--- src/rtl/seq_chunk_adder.sv ---
// ---------------------------------------------------------------------------
// seq_chunk_adder
//
// Purpose:
//   Multi-cycle ripple adder. Computes {cout, s} = a + b + cin one CHUNK-bit
//   slice per clock, least significant slice first. A request is accepted in
//   IDLE (or in DONE, for back-to-back use). The operation then spends
//   N = WIDTH/CHUNK cycles in RUN and finishes with a single DONE cycle.
//
// Parameters:
//   WIDTH  operand and sum width in bits (default 16)
//   CHUNK  bits added per clock cycle (default 4). WIDTH must be a multiple
//          of CHUNK.
//
// Ports:
//   clk    input   rising-edge clock
//   rst_n  input   asynchronous active-low reset
//   start  input   request a new addition; sampled only in IDLE or DONE
//   a, b   input   WIDTH-bit operands, latched together with start
//   cin    input   carry-in, latched together with start
//   busy   output  high while the addition is in progress (RUN)
//   done   output  one-cycle pulse while s/cout hold a fresh result (DONE)
//   s      output  WIDTH-bit sum; changes only on entry to DONE or on reset
//   cout   output  carry-out of the full addition
//   ovf    output  two's-complement signed overflow (optional, see below)
//
// Configuration:
//   Define SEQ_CHUNK_ADDER_OVF_EN to add the ovf output and its register.
//   With the macro undefined, the port and its logic do not exist and the
//   rest of the behaviour is unchanged.
// ---------------------------------------------------------------------------
module seq_chunk_adder #(
  parameter int WIDTH = 16,
  parameter int CHUNK = 4
) (
  input  logic             clk,
  input  logic             rst_n,
  input  logic             start,
  input  logic [WIDTH-1:0] a,
  input  logic [WIDTH-1:0] b,
  input  logic             cin,
  output logic             busy,
  output logic             done,
  output logic [WIDTH-1:0] s,
  output logic             cout
`ifdef SEQ_CHUNK_ADDER_OVF_EN
  ,
  output logic             ovf
`endif
);

  localparam int N     = WIDTH / CHUNK;
  // A one-slice configuration still needs a 1-bit index so that the
  // declarations stay legal.
  localparam int IDX_W = (N > 1) ? $clog2(N) : 1;

  typedef enum logic [1:0] {
    IDLE = 2'd0,
    RUN  = 2'd1,
    DONE = 2'd2
  } state_t;

  state_t           state_q, state_d;

  // Operands and carry-in are captured once at acceptance. The input pins
  // are not looked at again until the next acceptance.
  logic [WIDTH-1:0] a_q, a_d;
  logic [WIDTH-1:0] b_q, b_d;
  logic             carry_q, carry_d;
  logic [IDX_W-1:0] idx_q, idx_d;

  // Partial sums build up here while RUN is active. The visible s register
  // is only loaded from it on the final slice, so s stays stable during RUN.
  logic [WIDTH-1:0] acc_q, acc_d;

  logic [WIDTH-1:0] s_q, s_d;
  logic             cout_q, cout_d;
`ifdef SEQ_CHUNK_ADDER_OVF_EN
  logic             ovf_q, ovf_d;
`endif

  logic [31:0]      slice_base;
  logic [CHUNK-1:0] a_slice;
  logic [CHUNK-1:0] b_slice;
  logic [CHUNK-1:0] slice_sum;
  logic             slice_carry;
  logic             last_slice;
  logic [WIDTH-1:0] merged_sum;

  // Slice datapath: select the operand bits for the current index, add them
  // with the registered carry, and drop the partial sum into its position
  // within the accumulator.
  always_comb begin
    slice_base  = 32'(idx_q) * 32'(CHUNK);
    a_slice     = a_q[slice_base +: CHUNK];
    b_slice     = b_q[slice_base +: CHUNK];
    {slice_carry, slice_sum} = {1'b0, a_slice} + {1'b0, b_slice}
                             + {{CHUNK{1'b0}}, carry_q};
    last_slice  = (idx_q == IDX_W'(N - 1));
    merged_sum  = acc_q;
    merged_sum[slice_base +: CHUNK] = slice_sum;
  end

  // Next-state and output decode. The index wraps to zero on the last slice
  // instead of counting past N-1. This keeps the slice select in range even
  // while the FSM sits in DONE.
  always_comb begin
    state_d = state_q;
    a_d     = a_q;
    b_d     = b_q;
    carry_d = carry_q;
    idx_d   = idx_q;
    acc_d   = acc_q;
    s_d     = s_q;
    cout_d  = cout_q;
`ifdef SEQ_CHUNK_ADDER_OVF_EN
    ovf_d   = ovf_q;
`endif
    busy    = 1'b0;
    done    = 1'b0;

    case (state_q)
      IDLE: begin
        if (start) begin
          a_d     = a;
          b_d     = b;
          carry_d = cin;
          idx_d   = '0;
          acc_d   = '0;
          state_d = RUN;
        end
      end

      RUN: begin
        busy    = 1'b1;
        acc_d   = merged_sum;
        carry_d = slice_carry;
        if (last_slice) begin
          idx_d   = '0;
          s_d     = merged_sum;
          cout_d  = slice_carry;
`ifdef SEQ_CHUNK_ADDER_OVF_EN
          // Carry into the MSB equals a^b^s at that bit. Overflow is that
          // carry XOR the carry out of the MSB.
          ovf_d   = a_q[WIDTH-1] ^ b_q[WIDTH-1] ^ merged_sum[WIDTH-1]
                  ^ slice_carry;
`endif
          state_d = DONE;
        end else begin
          idx_d   = idx_q + IDX_W'(1);
        end
      end

      DONE: begin
        done = 1'b1;
        if (start) begin
          a_d     = a;
          b_d     = b;
          carry_d = cin;
          idx_d   = '0;
          acc_d   = '0;
          state_d = RUN;
        end else begin
          state_d = IDLE;
        end
      end

      default: begin
        state_d = IDLE;
      end
    endcase
  end

  // State and datapath registers. Reset clears everything without waiting
  // for a clock edge, which also abandons any operation in flight.
  always_ff @(posedge clk or negedge rst_n) begin
    if (!rst_n) begin
      state_q <= IDLE;
      a_q     <= '0;
      b_q     <= '0;
      carry_q <= 1'b0;
      idx_q   <= '0;
      acc_q   <= '0;
      s_q     <= '0;
      cout_q  <= 1'b0;
`ifdef SEQ_CHUNK_ADDER_OVF_EN
      ovf_q   <= 1'b0;
`endif
    end else begin
      state_q <= state_d;
      a_q     <= a_d;
      b_q     <= b_d;
      carry_q <= carry_d;
      idx_q   <= idx_d;
      acc_q   <= acc_d;
      s_q     <= s_d;
      cout_q  <= cout_d;
`ifdef SEQ_CHUNK_ADDER_OVF_EN
      ovf_q   <= ovf_d;
`endif
    end
  end

  assign s    = s_q;
  assign cout = cout_q;
`ifdef SEQ_CHUNK_ADDER_OVF_EN
  assign ovf  = ovf_q;
`endif

endmodule

--- config.mk ---
export PLATFORM = sky130hd
export DESIGN_NAME = seq_chunk_adder
export DESIGN_NICKNAME = d
export VERILOG_FILES = /design/src/rtl/seq_chunk_adder.sv
export SDC_FILE = /design/constraint.sdc
export NUM_CORES = 1
export LEC_CHECK = 0
export ABC_CLOCK_PERIOD_IN_PS = 3600
export CAP_MARGIN = 25
export CELL_PAD_IN_SITES_DETAIL_PLACEMENT = 0
export CELL_PAD_IN_SITES_GLOBAL_PLACEMENT = 1
export CORE_MARGIN = 4
export CORE_UTILIZATION = 30
export DETAILED_ROUTE_END_ITERATION = 10
export GPL_TIMING_DRIVEN = 0
export PLACE_DENSITY = 0.68
export REMOVE_ABC_BUFFERS = 1
export SLEW_MARGIN = 20
export SYNTH_ARGS = -nofsm -noshare
export SYNTH_HDL_FRONTEND = slang
export SYNTH_SLANG_ARGS = --single-unit
export TNS_END_PERCENT = 30
--- constraint.sdc ---
create_clock -name clk -period 3.6 [get_ports clk]
set_clock_uncertainty 0.2 [all_clocks]
set_input_delay 0.72 -clock clk [delete_from_list [all_inputs] [get_ports clk]]
set_output_delay 0.72 -clock clk [all_outputs]
set_load 0.005 [all_outputs]
# Yosys cells after proc, flatten, opt, wreduce, memory -nomap -nowiden
# Cells that the tools add are included.
[word_totals]
reg_bits = 70
in_bits = 36
wordCells = 43
[classes]
n_addsub = 4
n_eq_ne = 6
shift = 4
muxes = 14
n_reduce_logical = 7
[ops]
columns = ["cell", "count"]
rows = [
  ["$neg 4->34", 1],
  ["$shift 4x34->16 const A", 1],
  ["$shiftx 4x34->16", 1],
  ["$pmux 16 s2", 1],
  ["$shiftx 16x5->4", 2],
  ["$bwmux 16", 1],
  ["$mux 16", 1],
  ["$mux 2", 4],
  ["$reduce_and 2->1", 4],
  ["$pmux 2 s3", 1],
  ["$add 4x4->5", 1],
  ["$add 5x1->5", 1],
  ["$eq 2x2->1 const B", 2],
  ["$mux 1", 4],
  ["$ne 2x2->1 const B", 2],
  ["$pmux 2 s2", 1],
  ["$add 2x1->2 const B", 1],
  ["$eq 2x1->1 const B", 1],
  ["$logic_not 2->1", 1],
  ["$ne 2x1->1 const B", 1],
  ["$pmux 1 s2", 1],
  ["$reduce_bool 2->1", 1],
  ["$reduce_or 2->1", 1],
]

# Logic depth before layout (Yosys ltp)
# Gate-level depths: netlist of the first run.
[logic_depth]
ltp_word = 6
depth_mapped = 7
ltp_nobuf = 6

# Worst setup path before layout of the first run
# No wires, ideal clock.
[synth_timing]
path_type = "register to register"
from = "reg idx_q[0]"
to = "reg acc_q[11]"
setup_ns = 0.122
arrival_ns = 2.764
required_time_ns = 3.278
slack_ns = 0.515
stages_incl_launch_ff = 8
synth_period_minus_slack_ns = 3.085
cell_sequence = "dfrtp_1 > buf_2 > mux4_2 > fa_1 > and3_2 > or3_4 > and2_4 > a32o_1"
[synth_via]
elab_chain_len = 6
elab_cells_between_ends = 9
classes_between = "3 x add/sub; 4 x shift; 2 x mux"
[synth_rtl]
columns = ["element", "line", "text"]
rows = [
  ["from (decl)", "70", "logic [IDX_W-1:0] idx_q, idx_d;"],
  ["from (signal assigned)", "194", "idx_q <= idx_d;"],
  ["$shiftx 16x5->4, on equally long branches", "95, 96", ""],
  ["$add 4x4->5", "97", "{slice_carry, slice_sum} = {1'b0, a_slice} + {1'b0, b_slice}"],
  ["$add 5x1->5", "98", "+ {{CHUNK{1'b0}}, carry_q};"],
  ["$shiftx 4x34->16", "101", "merged_sum[slice_base +: CHUNK] = slice_sum;"],
  ["$bwmux 16 (*)", "101", ""],
  ["$pmux 16 s2 (*)", "122", "case (state_q)"],
  ["to (signal assigned)", "183", "acc_q <= '0;"],
  ["to (signal assigned)", "195", "acc_q <= acc_d;"],
  ["to (decl)", "74", "logic [WIDTH-1:0] acc_q, acc_d;"],
]
# Every way passes the cells marked *; elsewhere a longest branch is shown, timed or not.
# A chain may end at the register's enable or synchronous reset.

# Worst setup path in the final report of the first run
[layout_timing]
from = "reg idx_q[0]"
to = "reg acc_q[6]"
# Same word-level chain as after synthesis.

==> results.txt, run 1 <==
----------------------------------------------------
[Outcome]
  Outcome ... finished clean

[Timing]
  Timing-limited maximum frequency ... 0.299 GHz
  Worst Setup Slack, final ... 0.254 ns
  Slew Limit Fails ... 0
  Actual slew at the worst max-slew pin ... 0.662 ns
  Number of failing setup endpoints in the final timing report ... 0
  RSZ-0062 raised after global routing ... false
  Period minus WS final ... 3.35 ns
  Fin crit share ... 92.9%
  Relative max-transition margin ... 55.8%
  Hold violation total from the final report ... 0

[Hold path]
  Class of the tightest hold or removal check ... primary input to async pin

[Logic synthesis]
  Cell count after synthesis ... 240
  Number of synthesized flops with an enable pin ... 0
  Post-synthesis average cell area ... 13.4 µm²
  Post-synthesis instance area ... 3210 µm²
  Yosys warns ... 0
  Count of distinct cell types in the synthesized netlist ... 33
  Predominant post-synthesis flop cell ... sky130_fd_sc_hd__dfrtp_1
  Share of the yosys chip area belonging to registers ... 54.6%
  Share of synthesized flip-flops with an asynchronous set or reset ... 100%
  Synthesized flop and latch total ... 70

[Global route]
  Total track usage ... 11.6%
  Sum of overflow across all layers after global routing ... 0
  Via count of the first global-routing pass ... 2251
  Number of antenna violations at the first check in global routing ... 0
  Pin count of the biggest net entering global routing ... 54
  First-pass GRT wire length ... 11500 µm

[Layout]
  Diode count ... 0
  Layout filler cell count ... 1010
  Area added between synthesis and finish ... 28.1%
  Share of final-layout standard cells stronger than drive strength 1 ... 23.8%
  Nets ... 341
  Post-layout instance count excluding filler cells ... 434

[Clocking]
  Clock transition at the registers of the reported paths ... 0.07 ns
  H-tree depth ... 3
  CTS Root Buffer Type ... sky130_fd_sc_hd__clkbuf_8
  Worst skew pair latency ... 0.34 ns
  CTS buffer count ... 9
  CTS Sinks ... 70
  Clock tree from TritonCTS ... done
  CTS Buffer Depth ... 2

[Placed design]
  Worst Setup Slack post-DPL ... -0.0891 ns
  DP Cell Count ... 419
  Gpl congestion ... 0.787
  Port bufs ... 54
  HPWL reported at the end of detailed placement ... 4790 µm

[Critical path]
  Critical Setup Path Class ... flip-flop to flip-flop
  Critical path launch point type ... flip-flop
  Type of destination of the critical path ... flip-flop
  Largest driver fanout on the critical path ... 16
  Worst endpoint data arrival time ... 3.42 ns
  Req. time, crit path ... 3.68 ns

[Job]
  Maximum capacitance violations ... 0

[Floorplanning]
  I/O pin total ... 55
  Initial core utilization ... 30.9%
  Chip width ... 111 µm
  Overall die height ... 111 µm
  Area of the core ... 10400 µm²
  Die area ... 12400 µm²
  Row cnt ... 37

[Route]
  Final antenna-violating net count ... 0
  Drt initial violations ... 86
  Routed wire per std cell ... 15.6 µm
  Routed vias ... 2139
  Vias per inst ... 4.93
  Sum of routed wire length over all layers ... 6790 µm
  Router iterations before antenna repair ... 4
  Number of design rule violations left after detail routing ... 0

[Power]
  Worst voltage drop across the vdd grid ... 0.487 mV
  Leakage power figure ... 1.70 nW
  Ratio of total power to cell area ... 1030 nW/µm²

----------------------------------------------------
[cell usage in the layout (no fill, tap or decap), drive strengths merged, types with 5 or more instances in the layout]
cell type      count
nor2              29
mux2              33
a221oi            12
a32o              12
dfrtp             70
mux4               8
nand2              6
a21oi             10
ha                 9
a22o               5
inv                8
clkdlybuf4s50     53
clkbuf            10
[synthesized netlist by cell type, drive strengths merged, types with 4 or more instances]
cell | number | area share [%]
a32o | 12 | 3.7
nand2 | 6 | 0.70
mux2 | 33 | 12
dfrtp | 70 | 55
a21oi | 10 | 1.6
ha | 9 | 3.5
mux4 | 8 | 5.6
a221oi | 12 | 3.3
inv | 8 | 0.94
buf | 11 | 1.6
a22o | 5 | 1.4
nor2 | 29 | 3.4
a32oi | 4 | 1.1
[timing repair]
action | 4_1_cts | 5_1_grt
hold buffers | 0 | 0
setup endpoints to repair | 4 | 0
endpoints found under the hold margin | 0 | 0
buffers inserted | 0 | 0
gates resized for setup | 1 | 0
[stage by stage]
stage	util (%)	setup TNS [ns]	hold WS (ns)	cell area, µm²	total power, mW
4_1_cts	39.6	0	0.0416	4110	4.31
3_3_place_gp	37.2	-102.89	0.273	3860	3.62
2_1_floorplan	-	0	0.224	3150	2.85
6_report	39.6	0	0.0532	4110	4.25
3_5_place_dp	37.8	-0.325	0.282	3920	3.69
5_1_grt	39.6	0	0.0448	4110	4.58
[report_power, final]
| part | internal, mW | switching, mW | total [mW] | leakage, nW |
|---|---|---|---|---|
| combinational | 1.06 | 1.15 | 2.22 | 0.739 |
| clock | 0.330 | 0.277 | 0.608 | 0.102 |
| sequential | 1.17 | 0.259 | 1.43 | 0.859 |
[worst paths after layout]
check,startpoint,endpoint,slack (ns),cells past startpoint
worst max-delay path,idx_q[0],acc_q[6],0.25,6
min in group clk,acc_q[0],acc_q[0],0.30,1
worst max register to register,idx_q[0],acc_q[6],0.25,6
worst min-delay path,rst_n,s[3],0.05,1
max in group asynchronous,rst_n,idx_q[0],2.59,2
worst min register to register,acc_q[0],acc_q[0],0.30,1
[cell families after synthesis]
kind of cell / count (synthesis) / share of synthesized area (%)
AO/OA/AOI/OAI: 50 / 12.6
XOR/XNOR: 1 / 0.273
adder cells (fa/ha/maj): 11 / 4.76
buffers and inverters: 21 / 2.81
flip-flops: 70 / 54.6
multiplexers: 41 / 17.2
AND/OR/NAND/NOR: 46 / 7.76
[state kept, by name, summed over array words and instances, names as in the netlist]
name and count:
a_q 16, acc_q 16, b_q 16, s 16
idx_q 2, state_q 2, carry_q 1, cout 1
[area by class of cell]
class                   count  area (µm²)  share of cell area, %
clock buffers              10         138                   3.35
well taps                 136         170                   4.14
flip-flops and latches     70        1750                   42.7
repair buffers             56         593                   14.4
multi-input cells         149        1370                   33.4
clock inverters             5        50.0                   1.22
inverters                   8        30.0                  0.731
[routing by layer]
metal | track usage [%] | share of wire (%) | vias to the layer above
met4 | 2.19 | 0.32 | 0
met5 | 0 | 0 | -
met1 | 15.1 | 45 | 1072
met2 | 18.8 | 49 | 59
li1 | - | - | 1004
met3 | 4.29 | 6.3 | 4
[critical path, stage by stage, from the launching register on]
cell	delay, ns
sky130_fd_sc_hd__dfrtp_2	0.70
sky130_fd_sc_hd__mux4_2	0.59
sky130_fd_sc_hd__fa_1	0.46
sky130_fd_sc_hd__fa_1	0.42
sky130_fd_sc_hd__xor2_1	0.45
sky130_fd_sc_hd__and2_1	0.31
sky130_fd_sc_hd__a22o_1	0.16
No activity file was read; power rests on OpenSTA's default activity.
==> run 2: changes to the inputs <==
- CTS_CLUSTER_DIAMETER: not set -> 50
==> results of run 2 <==
Final layout, timing and power as in run 1 (identical DEF).
